===== config.mk =====
export PLATFORM = sky130hd
export DESIGN_NAME = alu_share_arbiter
export DESIGN_NICKNAME = d
export VERILOG_FILES = /design/src/rtl/alu_share_pkg.sv /design/src/rtl/alu_core.sv /design/src/rtl/alu_share_arbiter.sv
export SDC_FILE = /design/constraint.sdc
export NUM_CORES = 1
export LEC_CHECK = 0
export ABC_CLOCK_PERIOD_IN_PS = 2400
export CAP_MARGIN = 30
export CORE_ASPECT_RATIO = 1.5
export CORE_MARGIN = 1
export CORE_UTILIZATION = 46
export DETAILED_ROUTE_END_ITERATION = 6
export GPL_TIMING_DRIVEN = 1
export PLACE_DENSITY = 0.87
export SLEW_MARGIN = 20
export SYNTH_ARGS = -nofsm -noshare
export SYNTH_HDL_FRONTEND = slang
export SYNTH_SLANG_ARGS = --single-unit
export TNS_END_PERCENT = 20

===== constraint.sdc =====
create_clock -name clk -period 2.4 [get_ports clk]
set_input_delay 0.48 -clock clk [delete_from_list [all_inputs] [get_ports clk]]
set_output_delay 0.48 -clock clk [all_outputs]
set_load 0.005 [all_outputs]

===== src/rtl/alu_share_pkg.sv =====
// rtl/alu_share_pkg.sv - shared opcodes, FSM states and requester count for the ALU share arbiter
package alu_share_pkg;

    localparam int NUM_REQ = 2;

    localparam logic [2:0] OP_ADD = 3'b000;
    localparam logic [2:0] OP_SUB = 3'b001;
    localparam logic [2:0] OP_OR  = 3'b010;
    localparam logic [2:0] OP_XOR = 3'b011;

    typedef enum logic [1:0] {
        IDLE = 2'd0,
        EXEC = 2'd1,
        RESP = 2'd2
    } state_t;

endpackage


===== src/rtl/alu_core.sv =====
// rtl/alu_core.sv - combinational add/sub/or/xor datapath with carry/borrow out
module alu_core
    import alu_share_pkg::*;
#(
    parameter int WIDTH = 4
) (
    input  logic [WIDTH-1:0] i_a,
    input  logic [WIDTH-1:0] i_b,
    input  logic [2:0]       i_op,
    output logic [WIDTH-1:0] o_result,
    output logic             o_carry
);

    logic [WIDTH:0] w_sum;
    logic [WIDTH:0] w_diff;

    // One extra bit on each side: bit WIDTH is carry for ADD and borrow (A<B) for SUB.
    assign w_sum  = {1'b0, i_a} + {1'b0, i_b};
    assign w_diff = {1'b0, i_a} - {1'b0, i_b};

    always_comb begin
        o_result = '0;
        o_carry  = 1'b0;
        case (i_op)
            OP_ADD: begin
                o_result = w_sum[WIDTH-1:0];
                o_carry  = w_sum[WIDTH];
            end
            OP_SUB: begin
                o_result = w_diff[WIDTH-1:0];
                o_carry  = w_diff[WIDTH];
            end
            OP_OR:   o_result = i_a | i_b;
            OP_XOR:  o_result = i_a ^ i_b;
            default: ;
        endcase
    end

endmodule


===== src/rtl/alu_share_arbiter.sv =====
// rtl/alu_share_arbiter.sv - round-robin sharing of one registered ALU between two requesters
module alu_share_arbiter
    import alu_share_pkg::*;
#(
    parameter int WIDTH = 4
) (
    input  logic                       clk,
    input  logic                       rst,
    input  logic [NUM_REQ-1:0]         req_valid,
    output logic [NUM_REQ-1:0]         req_ready,
    input  logic [NUM_REQ*WIDTH-1:0]   req_a,
    input  logic [NUM_REQ*WIDTH-1:0]   req_b,
    input  logic [NUM_REQ*3-1:0]       req_op,
    output logic                       rsp_valid,
    input  logic                       rsp_ready,
    output logic                       rsp_id,
    output logic [WIDTH-1:0]           rsp_data,
    output logic                       rsp_carry
);

    state_t           r_state;
    logic             r_rr_ptr;
    logic [WIDTH-1:0] r_a;
    logic [WIDTH-1:0] r_b;
    logic [2:0]       r_op;
    logic             r_id;
    logic             r_rsp_valid;
    logic             r_rsp_id;
    logic [WIDTH-1:0] r_rsp_data;
    logic             r_rsp_carry;

    logic             w_any;
    logic             w_grant;
    logic [WIDTH-1:0] w_sel_a;
    logic [WIDTH-1:0] w_sel_b;
    logic [2:0]       w_sel_op;
    logic [WIDTH-1:0] w_result;
    logic             w_carry;

    // Pointer owner wins if it is asking; otherwise the other requester gets the slot.
    assign w_any    = |req_valid;
    assign w_grant  = req_valid[r_rr_ptr] ? r_rr_ptr : ~r_rr_ptr;
    assign w_sel_a  = w_grant ? req_a[2*WIDTH-1:WIDTH] : req_a[WIDTH-1:0];
    assign w_sel_b  = w_grant ? req_b[2*WIDTH-1:WIDTH] : req_b[WIDTH-1:0];
    assign w_sel_op = w_grant ? req_op[5:3] : req_op[2:0];

    always_comb begin
        req_ready = '0;
        if (r_state == IDLE && w_any) begin
            req_ready[w_grant] = 1'b1;
        end
    end

    alu_core #(
        .WIDTH (WIDTH)
    ) u_alu_core (
        .i_a      (r_a),
        .i_b      (r_b),
        .i_op     (r_op),
        .o_result (w_result),
        .o_carry  (w_carry)
    );

    always_ff @(posedge clk or posedge rst) begin
        if (rst) begin
            r_state     <= IDLE;
            r_rr_ptr    <= 1'b0;
            r_a         <= '0;
            r_b         <= '0;
            r_op        <= '0;
            r_id        <= 1'b0;
            r_rsp_valid <= 1'b0;
            r_rsp_id    <= 1'b0;
            r_rsp_data  <= '0;
            r_rsp_carry <= 1'b0;
        end else begin
            case (r_state)
                IDLE: begin
                    if (w_any) begin
                        r_a     <= w_sel_a;
                        r_b     <= w_sel_b;
                        r_op    <= w_sel_op;
                        r_id    <= w_grant;
                        r_state <= EXEC;
                    end
                end
                EXEC: begin
                    r_rsp_data  <= w_result;
                    r_rsp_carry <= w_carry;
                    r_rsp_id    <= r_id;
                    r_rsp_valid <= 1'b1;
                    r_state     <= RESP;
                end
                RESP: begin
                    if (rsp_ready) begin
                        r_rsp_valid <= 1'b0;
                        r_rr_ptr    <= ~r_rsp_id;
                        r_state     <= IDLE;
                    end
                end
                default: r_state <= IDLE;
            endcase
        end
    end

    assign rsp_valid = r_rsp_valid;
    assign rsp_id    = r_rsp_id;
    assign rsp_data  = r_rsp_data;
    assign rsp_carry = r_rsp_carry;

endmodule


Word-level counts from Yosys, hierarchy flattened
Cells that the tools add are included.
W data, S select, Z words.
- input bits: 27
- logic and storage cells: 52
- output and inout port bits: 9
- register bits after elaboration: 22
- reductions and logical operators: 10
- equality and inequality tests: 7
- add/sub/neg operators: 2
- $lt $le $gt $ge: 3
- muxes and demuxes: 16
- bitwise operators: 4
- operator list (cell ; number):
    $pmux W4 S4 ; 1
    $mux W4 ; 2
    $reduce_and A2 Y1 ; 4
    $eq A3 B2 Y1 const B ; 2
    $mux W2 ; 3
    $pmux W2 S3 ; 1
    $add A4 B4 Y5 ; 1
    $mux W1 ; 5
    $sub A4 B4 Y5 ; 1
    $lt A1 B2 Y1 const B ; 2
    $ne A2 B2 Y1 const B ; 2
    $or A4 B4 Y4 ; 1
    $pmux W1 S2 ; 2
    $xor A4 B4 Y4 ; 1
    $eq A3 B1 Y1 const B ; 1
    $logic_not A3 Y1 ; 1
    $mux W3 ; 1
    $eq A2 B1 Y1 const B ; 1
    $eq A2 B2 Y1 const B ; 1
    $logic_and A1 B1 Y1 ; 2
    $logic_not A2 Y1 ; 1
    $not A1 Y1 ; 2
    $reduce_bool A2 Y1 ; 1
    $reduce_or A2 Y1 ; 1
    2 further kinds ; 2

Depth between registers and ports, before layout
- word-level depth: 8
- gate-level depth with buffers: 9
- gate-level depth less buffers: 9

Hierarchy
A second synthesis with hierarchy kept.
- cell total of the unflattened synthesis: 159
- area total of the unflattened synthesis: 1609.0 um2
- by module, submodules not included (module ; times used ; area an instance (um2) ; seq. area each (um2) ; cells each):
    alu_share_arbiter ; 1 ; 1119.8 ; 550.5 ; 99
    alu_core ; 1 ; 489.2 ; 0.0 ; 60

Worst setup path before layout
No wires, ideal clock.
- path kind: register to register
- start: register r_a[0]
- end: register r_rsp_carry (netlist: rsp_carry)
- cell stages (with the launch flop): 10
- period minus slack after synthesis: 1765 ps
- data arrival time: 1669 ps
- library setup time: 95 ps
- data required time: 2305 ps
- path buffers: 0
- setup slack: 635 ps
- cell sequence: dfrtp_1 -> inv_1 -> ha_1 -> inv_1 -> fa_1 -> and2b_2 -> nor2_1 -> nor2_1 -> o21a_1 -> o31ai_1
- cells in the longest elaborated chain, start to end: 2
- elaborated cells on any way between the ends: 3
- those cells by class: 2 x add/sub; 1 x mux
- RTL lines (element ; RTL line ; text):
    start: declaration ; alu_share_arbiter.sv:23 ; logic [WIDTH-1:0] r_a;
    start signal: assignment ; alu_share_arbiter.sv:80 ; r_a <= w_sel_a;
    $sub A4 B4 Y5 or $add A4 B4 Y5 (tied branches) ; alu_core.sv:19, alu_core.sv:18 ;
    $pmux W1 S2 (*) ; alu_core.sv:24 ; case (i_op)
    end signal: assignment ; alu_share_arbiter.sv:89 ; r_rsp_carry <= w_carry;
    end: declaration ; alu_share_arbiter.sv:30 ; logic r_rsp_carry;
Every way passes the cells marked *; elsewhere a longest branch is shown, timed or not.
A chain may end at the register's enable or synchronous reset.

Worst setup path after layout
- start: input req_valid[1]
- end: output req_ready[1]
- cells in the longest elaborated chain, start to end: 8
- elaborated cells on any way between the ends: 11
- those cells by class: 2 x order compare; 6 x mux; 3 x reduce/logical
- RTL lines (element ; RTL line ; text):
    start: declaration ; alu_share_arbiter.sv:9 ; input logic [NUM_REQ-1:0] req_valid,
    $mux W1 (implied by the code) (2 in a row) ; alu_share_arbiter.sv:42 ; assign w_grant = req_valid[r_rr_ptr] ? r_rr_ptr : ~r_rr_ptr;
    $mux W1 ; alu_share_arbiter.sv:42 ;
    $lt A1 B2 Y1 (implied by the code) or $ge A1 B1 Y1 (tied branches) ; alu_share_arbiter.sv:50 ; req_ready[w_grant] = 1'b1;
    $logic_and A1 B1 Y1 (implied by the code) ; alu_share_arbiter.sv:50 ;
    $mux W1 (implied by the code) ; alu_share_arbiter.sv:50 ;
    $demux W1 S1 ; alu_share_arbiter.sv:50 ;
    $mux W2 (*) ; alu_share_arbiter.sv:49 ; if (r_state == IDLE && w_any) begin
    end: declaration ; alu_share_arbiter.sv:10 ; output logic [NUM_REQ-1:0] req_ready,
Every way passes the cells marked *; elsewhere a longest branch is shown, timed or not. The select of a mux whose other input is x is not followed.

==> metrics <==
status completed; worst slew pin tran 411.9 ps; most used cell, CP clkdlybuf4s50_1; RSZ-0062 raised after global routing no; Core ar. 2883 um^2; CTS tree built; pin count of the biggest net entering global routing 24; Total Power 2.334 mW; final setup fails 0; Design Area, Final 1849 um^2; Post-DRT Antenna Nets 0; Setup WS post-layout 161.8 ps; antenna violations before repair 0; drt pass-1 iters 4; die area 3242 um^2; FF+latch count, synth 22; yosys warns 0; filler instances 246; pre-CTS WS 39.98 ps; I/O pins 36; post_cts resized 0; Fin. Hold Viols 0; crit path DAT 1760 ps; DR vias 1156; CTS max path bufs 2; routed wire length 2.779 mm; placed instance area 1775 um^2; hold crit path type reg2reg; share of layout cells above drive strength 1 7.143%; post-route minimum period 2238 ps; number of global-route vias before repair 1189; CP Capture Type output pin; Worst Skew 8.570 ps; GRT overflow 0; DP HPWL 2.256 mm; crit path max fanout 3; post-synthesis net count 187; CTS Sinks 22; Port Buffers 35; clock root cell clkbuf_8; vias per inst 5.231; First DRT Iteration DRCs 23; Layout Nets 224; Initial Util 48.09%; slew margin rel. 72.54%; post-synthesis cell count 146; GR peak layer met2; Post-synth ARST share 100.0%; count of unique library cells instantiated by Yosys 32; Wirelength per Cell 12.57 um; global-route wire length before repair 4.692 mm; Die H 69.24 um; Hold WS 479.5 ps; postcts setup bufs 0; Area growth, synth to finish 33.39%; Max Cap Viol 0; mean post-synth cell area 9.495 um^2; critical path class in2out; CP Launch Type primary input; GR Util met2 34.72%; GR Layer Usage met1 20.17%; worst-path cell chain clkdlybuf4s50_1 -> o21ai_1 -> nor2_1 -> clkdlybuf4s50_1; Leakage Power 0.8872 nW; Power Dens Cells 1262 nW/um^2; Worst-path clk slew 80 ps; worst path required time 1920 ps; chip width 46.83 um; setup TNS 0 ps; gpl congestion 0.7680; Seq/Total Area, Yosys 39.71%; Clock Latency Late Sink 270 ps; Peak Freq 446.8 MHz; Post-synth EDFFs 0; Slew Viols, Final 0; Post-Syn Area 1386 um^2; final worst-path cycle share 93.26%; number of remaining DRC errors 0; VDD IR-drop max 0.0006956 V; GR Util met3 2.865%; hold bufs inserted after CTS 0; total CTS buffers 3; row cnt 24; Crit-path slowest cell clkdlybuf4s50_1; H-tree depth 1; Worst path max stage delay 520 ps; Ant. Diodes 0; ys flop type dfrtp_1; All-Layer GR Usage 19.58%
==> logic make-up (layout without fill, tap and decap cells) <==
family	after synthesis	count (layout)	share of synthesized area (%)
AO/OA/AOI/OAI	37	37	16.34
flip-flops	22	22	39.71
buffers and inverters	22	58	6.678
AND/OR/NAND/NOR	33	33	10.38
adder cells (fa/ha/maj)	14	14	13.72
XOR/XNOR	2	2	1.264
multiplexers	16	16	11.91
==> where the power goes <==
group | total, mW | leakage [nW] | internal, mW | switching [mW]
registers | 0.745 | 0.272 | 0.552 | 0.194
clock network | 0.355 | 0.0357 | 0.223 | 0.132
logic | 1.23 | 0.579 | 0.626 | 0.607
==> area by class of cell <==
type                            count  area [um^2]  share of cell area (%)
Multi-Input combinational cell    102        743.2                   40.19
Inverter                           16        60.06                   3.248
Sequential cell                    22        550.5                   29.77
Clock buffer                        3        41.29                   2.233
Tap cell                           39        48.80                   2.639
Clock inverter                      1        30.03                   1.624
Timing Repair Buffer               38        375.4                   20.30
==> synth_stat cells (all sizes together) (2+ instances only) <==
| cell type | number | area share (%) |
|---|---|---|
| nand2b | 3 | 1.4 |
| a22o | 2 | 1.3 |
| fa | 2 | 2.9 |
| o31ai | 2 | 1.1 |
| mux2i | 15 | 11 |
| dfrtp | 22 | 40 |
| nand2 | 16 | 4.3 |
| nor3 | 2 | 0.72 |
| nor2 | 9 | 2.4 |
| o21ai | 20 | 7.5 |
| clkbuf | 3 | 0.81 |
| a21o | 2 | 1.1 |
| buf | 3 | 1.5 |
| ha | 12 | 11 |
| inv | 16 | 4.3 |
| xnor2 | 2 | 1.3 |
| a21oi | 5 | 1.8 |
==> per-stage QoR <==
step                util [%]  std cells
finish                 64.15        221
global route           64.15        221
CTS                    64.06        221
detailed placement     61.59        217
global placement       61.59        217
floorplan                  -        146
==> placed cells by master (no fill, tap or decap), types with 2 or more instances in the layout <==
master / netlist / layout
a22o_1: 2 / 2
nand2b_1: 3 / 3
mux2i_1: 14 / 14
xnor2_1: 2 / 2
dfrtp_1: 22 / 22
buf_4: 0 / 3
clkdlybuf4s50_1: 0 / 34
o31ai_1: 2 / 2
inv_1: 15 / 15
nor2_1: 9 / 9
a21oi_1: 5 / 5
clkbuf_8: 0 / 3
a21o_1: 2 / 2
o21ai_0: 18 / 18
ha_1: 12 / 12
nand2_1: 16 / 16
nor3_1: 2 / 2
fa_1: 2 / 2
==> final timing paths <==
kind                       depth (start not counted)            to         start  slack, ps
setup / recovery                                   4  req_ready[1]  req_valid[1]        160
hold / removal                                     2   rsp_data[2]   rsp_data[2]        480
setup reg to reg                                   9     rsp_carry        r_a[0]        450
hold reg to reg                                    2   rsp_data[2]   rsp_data[2]        480
max in group asynchronous                          3        r_a[1]           rst       1650
min in group asynchronous                          3   rsp_data[3]           rst        530
==> metal layers <==
layer	part of all wire [%]	wire length, um
met5	0	0
met4	2.3	64
met2	58	1608
met1	37	1033
met3	2.6	73
==> registers in the layout, indices dropped and copies added, names as in the netlist <==
register   count
r_b            4
rsp_data       4
r_op           3
rsp_id         1
r_state        2
rsp_carry      1
rsp_valid      1
r_id           1
r_rr_ptr       1
r_a            4
==> critical path: cells and delay by family <==
kind            cells  cell delay, ps
compound gates      1             110
buf+inv             2            1010
simple gates        1             160
Note: power is estimated with default switching activity, not from simulation.
